===== src/rtl/simplez_tx_port.sv =====
// simplez_tx_port: memory-mapped UART transmitter for the Simplez CPU bus.
// One holding register feeds a shift register so the CPU can queue one
// character while another is on the wire. Status read: {ovr, ready}.
// Optional feature macro: SIMPLEZ_TX_PARITY_EN adds an even-parity bit (8E1).
// All state changes on the falling clock edge, in step with the CPU.
module simplez_tx_port #(
  parameter int              ADDRW       = 9,
  parameter int              DATAW       = 12,
  parameter int              BAUD_DIV    = 104,
  parameter logic [ADDRW-1:0] STATUS_ADDR = 9'd508,
  parameter logic [ADDRW-1:0] DATA_ADDR   = 9'd509
) (
  input  logic             clk,
  input  logic             rstn,
  input  logic [ADDRW-1:0] addr,
  input  logic             wr,
  input  logic             rd,
  input  logic [DATAW-1:0] data_in,
  output logic [DATAW-1:0] data_out,
  output logic             tx,
  output logic             busy
);

  localparam int BCW = (BAUD_DIV > 2) ? $clog2(BAUD_DIV) : 1;

`ifdef SIMPLEZ_TX_PARITY_EN
  typedef enum logic [2:0] {IDLE, START, DATA, PARITY, STOP} state_t;
`else
  typedef enum logic [2:0] {IDLE, START, DATA, STOP} state_t;
`endif

  state_t           state_q, state_d;
  logic [7:0]       hold_q, hold_d;
  logic             hold_full_q, hold_full_d;
  logic [7:0]       shift_q, shift_d;
  logic [2:0]       bitcnt_q, bitcnt_d;
  logic [BCW-1:0]   baudcnt_q, baudcnt_d;
  logic             ovr_q, ovr_d;
  logic             tx_q, tx_d;
  logic             busy_q, busy_d;
  logic [DATAW-1:0] dout_q, dout_d;
`ifdef SIMPLEZ_TX_PARITY_EN
  logic             par_q, par_d;
`endif

  logic baud_end, xfer, ovr_set, wr_data, rd_stat;

  // Upper data bits carry nothing for this port.
  logic unused_hi;
  assign unused_hi = ^data_in[DATAW-1:8];

  assign baud_end = (baudcnt_q == BCW'(BAUD_DIV - 1));
  assign wr_data  = wr && (addr == DATA_ADDR);
  assign rd_stat  = rd && (addr == STATUS_ADDR);

  // Next-state: frame sequencing, holding-register handshake, bus read mux.
  always_comb begin
    state_d     = state_q;
    hold_d      = hold_q;
    hold_full_d = hold_full_q;
    shift_d     = shift_q;
    bitcnt_d    = bitcnt_q;
    baudcnt_d   = baudcnt_q;
    ovr_d       = ovr_q;
    xfer        = 1'b0;
    ovr_set     = 1'b0;
`ifdef SIMPLEZ_TX_PARITY_EN
    par_d       = par_q;
`endif

    case (state_q)
      IDLE: begin
        if (hold_full_q) begin
          xfer      = 1'b1;
          state_d   = START;
          baudcnt_d = '0;
        end
      end
      START: begin
        if (baud_end) begin
          state_d   = DATA;
          baudcnt_d = '0;
          bitcnt_d  = '0;
        end else begin
          baudcnt_d = baudcnt_q + 1'b1;
        end
      end
      DATA: begin
        if (baud_end) begin
          baudcnt_d = '0;
          shift_d   = shift_q >> 1;
          if (bitcnt_q == 3'd7) begin
`ifdef SIMPLEZ_TX_PARITY_EN
            state_d = PARITY;
`else
            state_d = STOP;
`endif
          end else begin
            bitcnt_d = bitcnt_q + 1'b1;
          end
        end else begin
          baudcnt_d = baudcnt_q + 1'b1;
        end
      end
`ifdef SIMPLEZ_TX_PARITY_EN
      PARITY: begin
        if (baud_end) begin
          state_d   = STOP;
          baudcnt_d = '0;
        end else begin
          baudcnt_d = baudcnt_q + 1'b1;
        end
      end
`endif
      STOP: begin
        if (baud_end) begin
          baudcnt_d = '0;
          // Chain straight into the next start bit when a character waits.
          if (hold_full_q) begin
            xfer    = 1'b1;
            state_d = START;
          end else begin
            state_d = IDLE;
          end
        end else begin
          baudcnt_d = baudcnt_q + 1'b1;
        end
      end
      default: state_d = IDLE;
    endcase

    if (xfer) begin
      shift_d     = hold_q;
      hold_full_d = 1'b0;
`ifdef SIMPLEZ_TX_PARITY_EN
      par_d       = ^hold_q;
`endif
    end

    // A write lands if the holder is empty or is being emptied this edge.
    if (wr_data) begin
      if (!hold_full_q || xfer) begin
        hold_d      = data_in[7:0];
        hold_full_d = 1'b1;
      end else begin
        ovr_set = 1'b1;
      end
    end

    // Clear-on-read, but a simultaneous overrun must not be lost.
    if (rd_stat) ovr_d = 1'b0;
    if (ovr_set) ovr_d = 1'b1;

    case (state_d)
      START:   tx_d = 1'b0;
      DATA:    tx_d = shift_d[0];
`ifdef SIMPLEZ_TX_PARITY_EN
      PARITY:  tx_d = par_d;
`endif
      default: tx_d = 1'b1;
    endcase

    busy_d = hold_full_d | (state_d != IDLE);

    // Read data reflects pre-edge register values.
    dout_d = '0;
    if (addr == STATUS_ADDR) begin
      dout_d[1] = ovr_q;
      dout_d[0] = ~hold_full_q;
    end else if (addr == DATA_ADDR) begin
      dout_d[7:0] = hold_q;
    end
  end

  // State register, falling edge, synchronous active-low reset.
  always_ff @(negedge clk) begin
    if (!rstn) begin
      state_q     <= IDLE;
      hold_q      <= '0;
      hold_full_q <= 1'b0;
      shift_q     <= '0;
      bitcnt_q    <= '0;
      baudcnt_q   <= '0;
      ovr_q       <= 1'b0;
      tx_q        <= 1'b1;
      busy_q      <= 1'b0;
      dout_q      <= '0;
`ifdef SIMPLEZ_TX_PARITY_EN
      par_q       <= 1'b0;
`endif
    end else begin
      state_q     <= state_d;
      hold_q      <= hold_d;
      hold_full_q <= hold_full_d;
      shift_q     <= shift_d;
      bitcnt_q    <= bitcnt_d;
      baudcnt_q   <= baudcnt_d;
      ovr_q       <= ovr_d;
      tx_q        <= tx_d;
      busy_q      <= busy_d;
      dout_q      <= dout_d;
`ifdef SIMPLEZ_TX_PARITY_EN
      par_q       <= par_d;
`endif
    end
  end

  assign tx       = tx_q;
  assign busy     = busy_q;
  assign data_out = dout_q;

endmodule


===== config.mk =====
export PLATFORM = sky130hd
export DESIGN_NAME = simplez_tx_port
export DESIGN_NICKNAME = d
export VERILOG_FILES = /design/src/rtl/simplez_tx_port.sv
export SDC_FILE = /design/constraint.sdc
export NUM_CORES = 1
export LEC_CHECK = 0
export ABC_AREA = 1
export CORE_MARGIN = 1
export CORE_UTILIZATION = 40
export CTS_CLUSTER_SIZE = 30
export DETAILED_ROUTE_END_ITERATION = 8
export HOLD_SLACK_MARGIN = 0.08
export PLACE_DENSITY = 0.68
export SYNTH_ARGS = -nofsm -noshare
export SYNTH_HDL_FRONTEND = slang
export SYNTH_SLANG_ARGS = --single-unit

===== constraint.sdc =====
create_clock -name clk -period 2 [get_ports clk]
set_input_delay 0.2 -clock clk [delete_from_list [all_inputs] [get_ports clk]]
set_output_delay 0.2 -clock clk [all_outputs]
set_load 0.02 [all_outputs]

==> flow_summary.ini <==
[run_status]
status = finished, violations left
violations = DRC

[drt]
drtIter0Drc = 56
routed_wl_mm = 4.001
viasPerCell = 4.749
ant_nets = 0
drc_errors = 1
via_count = 1914
drt_pass1_iterations = 6
wl_per_cell_um = 9.928

[pwr]
ir_drop_mv = 0.4156
p_leak_nw = 1.324
power_density_nw_per_um2 = 674.9
power_mw = 1.780

[floorplanning]
die_area_um2 = 5037
fp.dieW_um = 70.98
core_um2 = 4474
num_rows = 24
pin_count = 39
start_util_pct = 42.53
die_y_um = 70.98

[cts]
post-cts-setup-buffers = 0
cts_tree = done
clk_pin_slew_ns = 0.03
cts_hold_buf = 0
cts_root_buf = clkbuf_8
htree_levels = 2
clock_sinks = 41
insertion_delay_ns = 0.37
cts_buffers = 5
cts_buffer_depth = 2

[cells_and_area]
layout-drive-gt1-share_pct = 17.66
syn_to_final_growth_pct = 38.59
layout.nets = 378
fillers = 420
finalNonFillerCells = 403
antenna-diode-count = 0

[worst_hold_path]
holdPathStages = 2
min_path_type = flop to flop

[sta]
finalMaxSlewViolations = 0
fin_ws_ns = 0.01653
clock_skew_ns = 0.01839
final-setup-viol-count = 0
fin_hold_ws_ns = 0.4416
rsz0062_at_grt = true
hold_viol_final = 0

[worst_setup_path]
ff2ff_path_depth = 10
critPathKind = flop to primary output
r2r_slack_ns = 0.33
slowest_delay_ns = 0.31
arrival_ns = 1.78
crit_path_max_fanout = 1
worstSetupEndpointType = primary output
path_cells = buf_6
cp_data_required_time_ns = 1.80
cpMaxStageDelayCell = dfxtp_2
cp_num_cells = 1
path_buf_inv = 1
critPathTopFamily = flip-flops
cp-start-kind = flop

[placed_design]
numPortBuffers = 30
placed_cells = 353
place_congestion = 0.7998
pre_cts_ws_ns = -0.5466
hpwl_mm = 2.850

[yosys]
synth_cells = 268
syn_area_um2 = 1903
avgSynthCellArea_um2 = 7.101
seq_area_frac_synth_pct = 43.13
synth_cell_types = 30
synth_warnings = 0
ys_seq_elements = 41

[flow_run]
maxCapViolCount = 0

[global_route]
grt_usage_pct = 18.03
grt_pass1_wl_mm = 7.231
gr-total-overflow = 0
grt_antenna_before_repair = 0
grt_max_degree = 18
grt_pass1_vias = 1875
==> metrics by stage <==
| step | utilization, % | instance area [µm²] | TNS [ns] |
|---|---|---|---|
| 6_report | 58.95 | 2638 | 0 |
| 5_1_grt | 58.95 | 2638 | -0.1088 |
| 4_1_cts | 58.14 | 2601 | -0.06052 |
| 3_5_place_dp | 52.10 | 2331 | -15.35 |
| 3_3_place_gp | 52.10 | 2331 | -14.52 |
| 2_1_floorplan | - | 1952 | -0.07097 |
==> cells in the final DEF (no fill, tap or decap), types with 5 or more instances in the layout <==
cell type / instances
dfxtp_1: 31
nand3b_1: 8
nand3_1: 19
nand2_1: 46
dlygate4sd2_1: 8
buf_6: 11
nor2_1: 37
buf_4: 8
conb_1: 5
o21ai_0: 12
clkbuf_8: 5
clkdlybuf4s50_1: 10
inv_1: 69
dfxtp_2: 10
a21oi_1: 27
==> sequential cells by signal, indices dropped and copies added (netlist names) <==
register	flops
hold_full_q	1
ovr_q	1
state_q	3
busy	1
hold_q	8
baudcnt_q	7
tx	1
data_out	8
shift_q	8
bitcnt_q	3
==> per-layer routing <==
| layer | routed length, µm | global-route usage, % |
|---|---|---|
| met1 | 1850 | 19.57 |
| met2 | 1911 | 28.95 |
| met3 | 161 | 6.695 |
| met4 | 77 | 13.11 |
| met5 | 0 | 0 |
==> path summary, 6_finish.rpt <==
check,from,endpoint
max,data_out[6],data_out[6]
min,hold_q[2],data_out[2]
max reg2reg,baudcnt_q[0],busy
min reg2reg,hold_q[2],data_out[2]
==> power breakdown <==
part / internal [mW] / switching [mW] / total (mW)
logic: 0.0483 / 0.0390 / 0.0872
registers: 0.824 / 0.000777 / 0.825
clock network: 0.360 / 0.508 / 0.868
==> logic make-up after synthesis <==
family                     after synthesis  synth area share [%]
and+or+nand+nor                        129                 30.77
buffers and inverters                   45                 10.26
DFF                                     41                 43.13
AOI/OAI and AO/OA                       48                 13.21
other                                    1                0.1970
xor gates and xnor gates                 1                0.4603
adders and majority gates                3                 1.973
==> synthesized netlist by cell type, drive strengths merged <==
master | count | share of area [%]
dfxtp | 41 | 43
inv | 33 | 6.5
nor2 | 41 | 8.6
a21oi | 31 | 8.2
nand3b | 8 | 3.2
nor3b | 1 | 0.39
clkbuf | 3 | 0.59
nand4 | 2 | 0.66
o21ai | 14 | 3.9
conb | 1 | 0.20
o31ai | 2 | 0.79
and3 | 1 | 0.33
a211oi | 1 | 0.39
nand2 | 52 | 11
nand3 | 21 | 6.0
xor2 | 1 | 0.46
nor3 | 3 | 0.79
clkinv | 1 | 0.20
buf | 8 | 3.0
ha | 3 | 2.0
==> what timing repair did <==
item,CTS,global route
hold endpoints to repair,0,0
resized for setup,75,15
endpoints found under the setup margin,29,23
pin swaps,8,5
gates cloned,2,0
==> layout make-up <==
| class | count | area, µm² | area share, % |
|---|---|---|---|
| inverters | 33 | 128.9 | 4.886 |
| multi-input cells | 186 | 947.2 | 35.91 |
| repair inverters | 2 | 17.52 | 0.6641 |
| repair buffers | 40 | 399.1 | 15.13 |
| flip-flops and latches | 41 | 833.3 | 31.59 |
| clock inverters | 44 | 177.7 | 6.736 |
| well taps | 52 | 65.06 | 2.467 |
| clock buffers | 5 | 68.82 | 2.609 |
No activity file was read; power rests on OpenSTA's default activity.
